`src/rtl/cpa_accum_ctrl_if.sv`:
```
// rtl/cpa_accum_ctrl_if.sv - operand stream, adder hookup and result stream bundle for cpa_accum_ctrl
//
// Purpose: groups every non-clock/reset signal of the accumulation controller.
//   slave  modport: the controller's view.
//   master modport: the surrounding environment (operand source, adder, result sink).
// Signals:
//   in_valid/in_ready/in_data       operand stream (signed, WIDTH bits)
//   add_a/add_b                     controller -> adder operands
//   add_s/add_cout/add_ovf          adder -> controller sum and flags
//   out_valid/out_ready/out_sum     result stream
//   out_ovf/out_cout                sticky flags accompanying out_sum
interface cpa_accum_ctrl_if #(
  parameter int WIDTH = 13
);
  logic             in_valid;
  logic             in_ready;
  logic [WIDTH-1:0] in_data;
  logic [WIDTH-1:0] add_a;
  logic [WIDTH-1:0] add_b;
  logic [WIDTH-1:0] add_s;
  logic             add_cout;
  logic             add_ovf;
  logic             out_valid;
  logic             out_ready;
  logic [WIDTH-1:0] out_sum;
  logic             out_ovf;
  logic             out_cout;

  modport slave (
    input  in_valid, in_data, add_s, add_cout, add_ovf, out_ready,
    output in_ready, add_a, add_b, out_valid, out_sum, out_ovf, out_cout
  );

  modport master (
    output in_valid, in_data, add_s, add_cout, add_ovf, out_ready,
    input  in_ready, add_a, add_b, out_valid, out_sum, out_ovf, out_cout
  );
endinterface

```
`src/rtl/cpa_accum_ctrl.sv`:
```
// rtl/cpa_accum_ctrl.sv - sequential accumulation controller around an external ripple-carry adder
//
// Purpose: accepts COUNT signed operands, feeds acc/operand to an external
//   combinational adder, folds the adder result back into acc (saturating on
//   signed overflow when SAT=1) and offers the final sum with sticky
//   overflow/carry flags on a valid/ready result port.
// Parameters: WIDTH (must match the adder), COUNT (1..255), SAT (1 saturate, 0 wrap).
// Ports:
//   clk    rising-edge clock
//   reset  synchronous, active-high
//   bus    cpa_accum_ctrl_if.slave (operand stream, adder a/b/s/flags, result stream)
module cpa_accum_ctrl #(
  parameter int WIDTH = 13,
  parameter int COUNT = 4,
  parameter bit SAT   = 1'b1
) (
  input  logic             clk,
  input  logic             reset,
  cpa_accum_ctrl_if.slave  bus
);

  typedef enum logic [1:0] {
    S_LOAD = 2'd0,
    S_ACC  = 2'd1,
    S_OUT  = 2'd2
  } state_t;

  localparam logic [7:0]       LAST_CNT = 8'(COUNT - 1);
  localparam logic [WIDTH-1:0] SAT_MAX  = {1'b0, {(WIDTH-1){1'b1}}};
  localparam logic [WIDTH-1:0] SAT_MIN  = {1'b1, {(WIDTH-1){1'b0}}};

  state_t           state, state_n;
  logic [WIDTH-1:0] acc, acc_n;
  logic [7:0]       cnt, cnt_n;
  logic             ovf_sticky, ovf_n;
  logic             cout_sticky, cout_n;
  logic             in_ready_q, out_valid_q;
  logic             accept;

  // in_ready is a register so it never follows out_ready combinationally.
  assign accept = bus.in_valid && in_ready_q;

  always_ff @(posedge clk) begin
    if (reset) begin
      state       <= S_LOAD;
      acc         <= '0;
      cnt         <= '0;
      ovf_sticky  <= 1'b0;
      cout_sticky <= 1'b0;
      in_ready_q  <= 1'b1;
      out_valid_q <= 1'b0;
    end else begin
      state       <= state_n;
      acc         <= acc_n;
      cnt         <= cnt_n;
      ovf_sticky  <= ovf_n;
      cout_sticky <= cout_n;
      in_ready_q  <= (state_n != S_OUT);
      out_valid_q <= (state_n == S_OUT);
    end
  end

  always_comb begin
    state_n = state;
    acc_n   = acc;
    cnt_n   = cnt;
    ovf_n   = ovf_sticky;
    cout_n  = cout_sticky;

    case (state)
      S_LOAD: begin
        // First operand seeds acc directly; adder output is meaningless here.
        if (accept) begin
          acc_n   = bus.in_data;
          cnt_n   = 8'd1;
          ovf_n   = 1'b0;
          cout_n  = 1'b0;
          state_n = (COUNT == 1) ? S_OUT : S_ACC;
        end
      end

      S_ACC: begin
        if (accept) begin
          cnt_n  = cnt + 8'd1;
          ovf_n  = ovf_sticky | bus.add_ovf;
          cout_n = cout_sticky | bus.add_cout;
          // Overflow only happens when both operands share a sign, so the
          // operand's sign bit tells which rail to clamp to.
          if (SAT && bus.add_ovf) begin
            acc_n = bus.in_data[WIDTH-1] ? SAT_MIN : SAT_MAX;
          end else begin
            acc_n = bus.add_s;
          end
          if (cnt == LAST_CNT) begin
            state_n = S_OUT;
          end
        end
      end

      S_OUT: begin
        // acc is held so the result stays stable and survives until the next load.
        if (out_valid_q && bus.out_ready) begin
          state_n = S_LOAD;
        end
      end

      default: begin
        state_n = S_LOAD;
      end
    endcase
  end

  assign bus.in_ready  = in_ready_q;
  assign bus.add_a     = acc;
  assign bus.add_b     = bus.in_data;
  assign bus.out_valid = out_valid_q;
  assign bus.out_sum   = acc;
  assign bus.out_ovf   = ovf_sticky;
  assign bus.out_cout  = cout_sticky;

endmodule

```
`src/flat_wrapper.sv`:
```
// flat-port wrapper written by rule: the top's interface ports become plain ports
module cpa_accum_ctrl_flat 
#(
  parameter int WIDTH = 13,
  parameter int COUNT = 4,
  parameter bit SAT   = 1'b1
)
  (clk, reset, bus_in_valid, bus_in_data, bus_add_s, bus_add_cout, bus_add_ovf, bus_out_ready, bus_in_ready, bus_add_a, bus_add_b, bus_out_valid, bus_out_sum, bus_out_ovf, bus_out_cout);
  cpa_accum_ctrl_if #(.WIDTH(WIDTH)) bus_i ();
  input  logic clk;
  input  logic reset;
  input wire logic [$bits(bus_i.in_valid)-1:0] bus_in_valid;
  input wire logic [$bits(bus_i.in_data)-1:0] bus_in_data;
  input wire logic [$bits(bus_i.add_s)-1:0] bus_add_s;
  input wire logic [$bits(bus_i.add_cout)-1:0] bus_add_cout;
  input wire logic [$bits(bus_i.add_ovf)-1:0] bus_add_ovf;
  input wire logic [$bits(bus_i.out_ready)-1:0] bus_out_ready;
  output wire logic [$bits(bus_i.in_ready)-1:0] bus_in_ready;
  output wire logic [$bits(bus_i.add_a)-1:0] bus_add_a;
  output wire logic [$bits(bus_i.add_b)-1:0] bus_add_b;
  output wire logic [$bits(bus_i.out_valid)-1:0] bus_out_valid;
  output wire logic [$bits(bus_i.out_sum)-1:0] bus_out_sum;
  output wire logic [$bits(bus_i.out_ovf)-1:0] bus_out_ovf;
  output wire logic [$bits(bus_i.out_cout)-1:0] bus_out_cout;
  assign bus_i.in_valid = bus_in_valid;
  assign bus_i.in_data = bus_in_data;
  assign bus_i.add_s = bus_add_s;
  assign bus_i.add_cout = bus_add_cout;
  assign bus_i.add_ovf = bus_add_ovf;
  assign bus_i.out_ready = bus_out_ready;
  assign bus_in_ready = bus_i.in_ready;
  assign bus_add_a = bus_i.add_a;
  assign bus_add_b = bus_i.add_b;
  assign bus_out_valid = bus_i.out_valid;
  assign bus_out_sum = bus_i.out_sum;
  assign bus_out_ovf = bus_i.out_ovf;
  assign bus_out_cout = bus_i.out_cout;
  cpa_accum_ctrl #(.WIDTH(WIDTH), .COUNT(COUNT), .SAT(SAT)) u_core (.clk(clk), .reset(reset), .bus(bus_i));
endmodule
```
`config.mk`:
```
export PLATFORM = sky130hd
export DESIGN_NAME = cpa_accum_ctrl_flat
export DESIGN_NICKNAME = d
export VERILOG_FILES = /design/src/rtl/cpa_accum_ctrl_if.sv /design/src/rtl/cpa_accum_ctrl.sv /design/src/flat_wrapper.sv
export SDC_FILE = /design/constraint.sdc
export NUM_CORES = 1
export LEC_CHECK = 0
export ABC_CLOCK_PERIOD_IN_PS = 2500
export CAP_MARGIN = 20
export CORE_UTILIZATION = 42
export CTS_CLUSTER_SIZE = 20
export DETAILED_ROUTE_END_ITERATION = 10
export HOLD_SLACK_MARGIN = 0.03
export PLACE_DENSITY = 0.85
export REMOVE_ABC_BUFFERS = 1
export SLEW_MARGIN = 40
export SYNTH_ARGS = -nofsm -noshare
export SYNTH_HDL_FRONTEND = slang
export SYNTH_SLANG_ARGS = --single-unit
```
`constraint.sdc`:
```
create_clock -name clk -period 2.5 [get_ports clk]
set_clock_uncertainty 0.1 [all_clocks]
set_input_delay 0.5 -clock clk [delete_from_list [all_inputs] [get_ports clk]]
set_output_delay 0.5 -clock clk [all_outputs]
set_load 0.005 [all_outputs]
```
After elaboration in Yosys (flattened, before gate mapping)
Index checks and enable logic that the tools add are counted.
Widths: inputs -> output; s select.

cells by class
  add/subtract/negate cells = 1
  equal/unequal tests = 7
  multiplexer cells = 18
  bitwise operators = 2
  reductions and logical operators = 5

operators with widths
  operator             count
  $mux 13              4
  $pmux 13 s2          1
  $mux 8               2
  $pmux 8 s2           1
  $add 8x1->8 const B  1
  $eq 8x2->1 const B   1
  $mux 2               4
  $pmux 2 s3           1
  $eq 2x2->1 const B   2
  $ne 2x1->1 const B   2
  $pmux 1 s2           2
  $mux 1               3
  $reduce_and 3->1     1
  $eq 2x1->1 const B   1
  $logic_and 1x1->1    2
  $logic_not 2->1      1
  $ne 2x2->1 const B   1
  $or 1x1->1           2
  $reduce_bool 2->1    1

word-level totals
  register bits after elaboration = 27
  bits of input ports = 32
  output and inout port bits = 43

Logic depth before layout (Yosys ltp)
Gate-level depths: netlist (run 1).

  depth after elaboration = 5
  gate-level depth with buffers = 5
  depth with buffers taken out = 4

Worst setup path after synthesis (run 1)
No wires, ideal clock.

  kind = flip-flop to flip-flop
  from = register u_core.cnt[3]
  to = register u_core.in_ready_q (netlist: u_core.bus.in_ready)
  setup time = 0.114 ns
  arrival = 1.465 ns
  required time = 2.286 ns
  path slack = 0.821 ns
  cell stages (with the launch flop) = 4
  buffers on the path = 0
  clock period less this slack = 1.679 ns
  path through = dfxtp_1 or4_4 or4_4 a21o_1

on the way
  longest elaborated chain between the ends = 5

RTL lines
  what                    line                  RTL
  from (decl)             cpa_accum_ctrl.sv:34  logic [7:0] cnt, cnt_n;
  from (signal assigned)  cpa_accum_ctrl.sv:55  cnt <= cnt_n;
  $eq 8x2->1              cpa_accum_ctrl.sv:94  if (cnt == LAST_CNT) begin
  $mux 2                  cpa_accum_ctrl.sv:94
  $mux 2                  cpa_accum_ctrl.sv:83  if (accept) begin
  $pmux 2 s3              cpa_accum_ctrl.sv:70  case (state)
  $ne 2x2->1              cpa_accum_ctrl.sv:58  in_ready_q <= (state_n != S_OUT);
  to (signal assigned)    cpa_accum_ctrl.sv:58
  to (decl)               cpa_accum_ctrl.sv:37  logic in_ready_q, out_valid_q;

No other way between the ends.
A chain may end at the register's enable or synchronous reset.

Final worst setup path (run 1)
  from = input port bus_in_data[12]
  to = output port bus_add_b[12]

RTL lines
  what         line                RTL
  from (decl)  flat_wrapper.sv:13  input wire logic [$bits(bus_i.in_data)-1:0] bus_in_data;
  to (decl)    flat_wrapper.sv:20  output wire logic [$bits(bus_i.add_b)-1:0] bus_add_b;

No word-level cell between the ends.

==> metrics, run 1 <==
cts hold-fix bufs=0; post-CTS sizing=0; GP Congestion=0.801; Relative slew margins=68.4%; post-synthesis adder-cell area fraction=0.889%; DR iter-0 viols=47; fillers=272; Yosys cell types=31; CP max-delay cell=clkdlybuf4s50_1; IO Count=between 70 and 80; fin nets=252; min setup slack post-route=between 0.4 and 0.5 ns; Synth Area in Simple Gates=a little over a quarter; Die Y=59.9 um; Hold WC Path Type=flip-flop to flip-flop; status=finished clean; Mapped Avg Cell Area=between 8 and 9 um^2; Max Slew Vio Count=0; post-synthesis mux area share=0%; unrepaired setup endpoints after global routing=false; final setup TNS=0 ns; Clock Sinks=27; # DRC=0; Post-Syn Area=around 1400 um^2; Inserted Diodes=0; slew of the pin with the lowest slew margin=between 0.4 and 0.5 ns; Final Hold Fails=0; synth-to-layout area growth=45.8%; busiest grt layer=met2; pre-CTS WS=0.389 ns; remaining antenna violation count after routing=0; layout cells sized above 1=5.96%; DIE WIDTH=between 50 and 60 um; Power Density=432 nW/um^2; pin count of the biggest net entering global routing=20; Max Cap Viol=0; largest family of logic cells by synthesized area=simple AND/OR/NAND/NOR gates; first-pass iteration count of the detailed router=4; met3 GRT Util=3.03%; routed vias/inst=5.27; Die Area=roughly 3600 um^2; first-pass GRT wire length=5790 um; CP Cell Sequence=clkdlybuf4s50_1 > clkdlybuf4s50_1; CORE AREA=3130 um^2; top cells by area, synth=dfxtp_1 38%, buf_4 14%, a311oi_1 8.1%; GRT met1 Usage=25.5%; Max H-tree Level=1; CP bufs+invs=2; maximum clock path buffer count=2; Final period util=84.0%; delay-heaviest family, CP=buffers and inverters; Synth Instances=168; Worst Setup Path Type=primary input to output pin; Critical Path RT=1.90 ns; CP Launch Type=primary input; Largest stage delay, worst path=a little over 0.5 ns; FMAX=between 0.4 and 0.5 GHz; Routed WL=3670 um; aggregate global-route resource usage=21.4%; Post-Synth XOR/XNOR Area=0.622%; Compound-Gate Fraction of Synth Area=16.4%; Synth Warn #=0; DR vias=between 1000 and 1500; initial antenna violation count=0; Post-DP HPWL=2840 um; clk_lat worst skew=0.32 ns; Row Count=20; CTS clock-pin slew for the worst setup and hold paths=~0.14 ns; initial core utilization=45.0%; vias in the first global route=approximately 1200; most frequent cells in the layout=74 x clkdlybuf4s50_1, 27 x dfxtp_1, 17 x nand2_1, 17 x nor2_1, 14 x nand3b_1; Synth area leader=dfxtp_1; Leak Pwr=0.741 nW; WL per Instance=14.0 um; sequential area share after synthesis=38.4%; I/O Buffers=74; Final min period=2.10 ns; Crit Path Max Fanout=3; endpoint arrival time on the critical path=1.50 ns; Peak VDD IR=0.300 mV; CTS tree=built; Synth top area share=38.4%; crit-path most repeated cell=clkdlybuf4s50_1; GRT met2 Usage=approximately 37%; Yosys reg bits=27; commonest non-fill, non-tap cell in the layout=clkdlybuf4s50_1; CTS buffer count=3; Setup-failing EPs final=0; Post-CTS Setup Inserts=0; gr ovfl total=0; root buf cell=clkbuf_4; CP Capture Type=output pin
-- logic make-up after synthesis --
family	count (synthesis)
flops	27
compound gates	34
simple gates	69
fa+ha+maj	1
buf+inv	36
xor+xnor	1
-- synthesized netlist by cell type, drive strengths merged --
| master | count |
|---|---|
| clkbuf | 6 |
| nand3 | 1 |
| o21ai | 4 |
| nand4b | 2 |
| nand2b | 1 |
| ha | 1 |
| or4 | 4 |
| dfxtp | 27 |
| a311oi | 13 |
| and3b | 1 |
| or2 | 1 |
| nand4 | 3 |
| o31ai | 2 |
| nor2 | 17 |
| a21oi | 12 |
| xor2 | 1 |
| buf | 29 |
| and3 | 1 |
| nand2 | 17 |
| nor2b | 1 |
| a21o | 1 |
| nor4 | 1 |
| nand3b | 14 |
| o21bai | 1 |
| a31oi | 1 |
| nor3 | 2 |
| inv | 1 |
| or3 | 3 |
-- report_power, final --
part	total [W]	switching, W	leakage [nW]	internal, W
logic	0.000228	0.0000809	0.502	0.000147
clock network	0.000190	0.000130	0.0177	0.0000601
registers	0.000470	0.0000184	0.222	0.000452
total	0.000887	0.000229	0.741	0.000658
-- cell type report --
cell class	count	area [um^2]	share of cell area, %
Timing Repair Buffer	81	793	38.7
Multi-Input combinational cell	105	632	30.8
Sequential cell	27	541	26.3
Tap cell	44	55.1	2.68
Clock buffer	3	22.5	1.10
Clock inverter	1	5.00	0.244
Inverter	1	3.75	0.183
-- sequential cells by signal (all words and copies together) (netlist names) --
signal,flops
u_core.bus.add_a,13
u_core.cnt,8
u_core.state,2
u_core.bus.in_ready,1
u_core.bus.out_cout,1
u_core.bus.out_ovf,1
u_core.bus.out_valid,1
-- per-stage QoR --
stage / util, % / hold slack [ns] / std cells / total power [W] / area, um^2
6_report: 65.6 / 0.388 / 262 / 0.000887 / 2050
5_1_grt: 65.6 / 0.423 / 262 / 0.000931 / 2050
4_1_cts: 65.6 / 0.392 / 262 / 0.000894 / 2050
3_5_place_dp: 64.7 / 0.364 / 258 / 0.000709 / 2020
3_3_place_gp: 64.7 / 0.359 / 258 / 0.000704 / 2020
2_1_floorplan: - / 0.343 / 133 / 0.000533 / 1180
-- path summary, 6_finish.rpt --
check	start	endpoint	slack, ns	cells past startpoint
worst max-delay path	bus_in_data[12]	bus_add_b[12]	0.40	2
worst min-delay path	u_core.cnt[1]	u_core.cnt[1]	0.39	2
worst max register to register	u_core.cnt[3]	u_core.bus.in_ready	0.75	3
worst min register to register	u_core.cnt[1]	u_core.cnt[1]	0.39	2
-- metal layers --
layer  wire, um  vias to the layer above
met3        168                        6
met4         69                        0
met1       1560                      645
li1           -                      683
met2       1870                       47
met5          0                        -
No activity file was read; power rests on OpenSTA's default activity.
==> run 2, diff against run 1 <==
Settings changed: ABC_CLOCK_PERIOD_IN_PS 2500 to 1900, CORE_UTILIZATION 42 to 35, PLACE_DENSITY 0.85 to 0.76.
Clock period 2.5 ns to 1.9 ns, I/O delays scaled along.
==> metrics, run 2 (synthesized netlist as in run 1, its figures left out) <==
# DRC=0 (unchanged); gr ovfl total=0 (unchanged); cts hold-fix bufs=0 (unchanged); DR iter-0 viols=57 (was 47); CP Cell Sequence=clkdlybuf4s50_1 > clkdlybuf4s50_1 (unchanged); delay-heaviest family, CP=buffers and inverters (unchanged); Hold WC Path Type=flip-flop to flip-flop (unchanged); GP Congestion=0.766 (was 0.801); fillers=354 (was 272); Cell Area, Placed=2080 um^2 (was 2020 um^2); final setup TNS=0 ns (unchanged); power consumption=0.00125 W (was 0.000887 W); logic gate share of total power=24.3% (was 25.6%); Pint=0.000940 W (was 0.000658 W); FMAX=0.538 GHz; Max Cap Viol=0 (unchanged); design area=2130 um^2 (was 2050 um^2); CTS buffer count=3 (unchanged); first-pass iteration count of the detailed router=6 (was 4); min setup slack post-route=0.0407 ns (was 0.400 ns); CP Launch Type=primary input (unchanged); Worst Setup Path Type=primary input to output pin (unchanged); clk_lat worst skew=0.27 ns (was 0.32 ns); CP max-delay cell=clkdlybuf4s50_1 (unchanged); Critical Path RT=1.42 ns (was 1.90 ns); clock network power share=26.3% (was 21.4%); register area=541 um^2 (unchanged); fin nets=257 (was 252); first-pass GRT wire length=5790 um (unchanged); Routed WL=3500 um (was 3670 um); slew of the pin with the lowest slew margin=0.476 ns (was 0.474 ns); synth-to-layout area growth=51.0% (was 45.8%); Multi-input gate area=632 um^2 (unchanged); CTS tree=built (unchanged); maximum clock path buffer count=2 (unchanged); layout cells sized above 1=8.07% (was 5.96%); root buf cell=clkbuf_8 (was clkbuf_4); vias in the first global route=1237 (was 1249); remaining antenna violation count after routing=0 (unchanged); Crit Path Max Fanout=2 (was 3); Inserted Diodes=0 (unchanged); Sw Share=24.7% (was 25.8%); Final Hold Fails=0 (unchanged); Die Y=65.4 um (was 59.9 um); Largest stage delay, worst path=0.52 ns (was 0.51 ns); DIE WIDTH=65.4 um (was 59.9 um); Die Area=4280 um^2 (was 3590 um^2); Leak Pwr=0.778 nW (was 0.741 nW); CP bufs+invs=2 (unchanged); CORE AREA=3770 um^2 (was 3130 um^2); Post-DP HPWL=2610 um (was 2840 um); Clock Sinks=27 (unchanged); WL per Instance=12.9 um (was 14.0 um); endpoint arrival time on the critical path=1.38 ns (was 1.50 ns); status=finished clean (unchanged); crit-path most repeated cell=clkdlybuf4s50_1 (unchanged); aggregate global-route resource usage=17.2% (was 21.4%); initial core utilization=37.3% (was 45.0%); Row Count=22 (was 20); Max H-tree Level=1 (unchanged); Post-CTS Setup Inserts=0 (unchanged); Power Density=587 nW/um^2 (was 432 nW/um^2); routed vias/inst=5.00 (was 5.27); unrepaired setup endpoints after global routing=false (unchanged); Largest register FFs=13 (unchanged); pre-CTS WS=-0.0323 ns (was 0.389 ns); commonest non-fill, non-tap cell in the layout=clkdlybuf4s50_1 (unchanged); Setup-failing EPs final=0 (unchanged); pin count of the biggest net entering global routing=20 (unchanged); DR vias=1356 (was 1381); Final min period=1.86 ns; Peak VDD IR=0.253 mV (was 0.300 mV); I/O Buffers=74 (unchanged); CP Capture Type=output pin (unchanged); IO Count=75 (unchanged); Relative slew margins=68.3% (was 68.4%); initial antenna violation count=0 (unchanged); Final period util=97.9%; P_sw=0.000309 W (was 0.000229 W); post-CTS sizing=0 (unchanged); sequential power share=49.4% (was 53.0%); most frequent cells in the layout=74 x clkdlybuf4s50_1, 27 x dfxtp_1, 17 x nand2_1, 17 x nor2_1, 14 x nand3b_1 (unchanged); Max Slew Vio Count=0 (unchanged); CTS clock-pin slew for the worst setup and hold paths=0.09 ns (was 0.14 ns)
-- run 2: layout make-up --
type,instances,area share [%]
Inverter,1,0.177
Tap cell,48,2.83
Clock inverter,1,0.235
Clock buffer,3,1.94
Multi-Input combinational cell,105,29.7
Timing Repair Buffer,86,39.7
Sequential cell,27,25.4
-- run 2: path summary, 6_finish.rpt --
path / startpoint / to / slack [ns] / depth (start not counted)
worst min-delay path: u_core.bus.out_ovf / u_core.bus.out_ovf / 0.37 / 2
worst max-delay path: bus_in_data[7] / bus_add_b[7] / 0.04 / 2
worst min register to register: u_core.bus.out_ovf / u_core.bus.out_ovf / 0.37 / 2
worst max register to register: u_core.cnt[4] / u_core.bus.in_ready / 0.19 / 3
-- run 2: through the flow --
stage	std cells	hold slack, ns	utilization, %
global placement	267	0.350	55.1
global route	271	0.406	56.4
finish	271	0.372	56.4
detailed placement	267	0.357	55.1
floorplan	133	0.343	-
CTS	271	0.380	56.4
-- run 2: routing by layer --
| layer | global-route usage, % | up-vias | routed length (um) |
|---|---|---|---|
| li1 | - | 686 | - |
| met1 | 21.9 | 620 | 1590 |
| met2 | 29.5 | 44 | 1690 |
| met3 | 2.08 | 6 | 165 |
| met4 | 6.25 | 0 | 51 |
| met5 | 0 | - | 0 |
-- run 2: power groups by stage --
stage                     Combinational (W)  Sequential, W  Clock (W)
after global placement             0.000302       0.000629          0
final                              0.000303       0.000617   0.000329
after global routing               0.000329       0.000622   0.000355
after floorplan                   0.0000688       0.000632          0
after CTS                          0.000308       0.000617   0.000329
after detailed placement           0.000306       0.000630          0
==> run 3, diff against run 2 <==
Settings changed: SKIP_CTS_REPAIR_TIMING from default to 1.
==> results of run 3 <==
No change in the layout: final DEF, timing and power equal those of run 2.
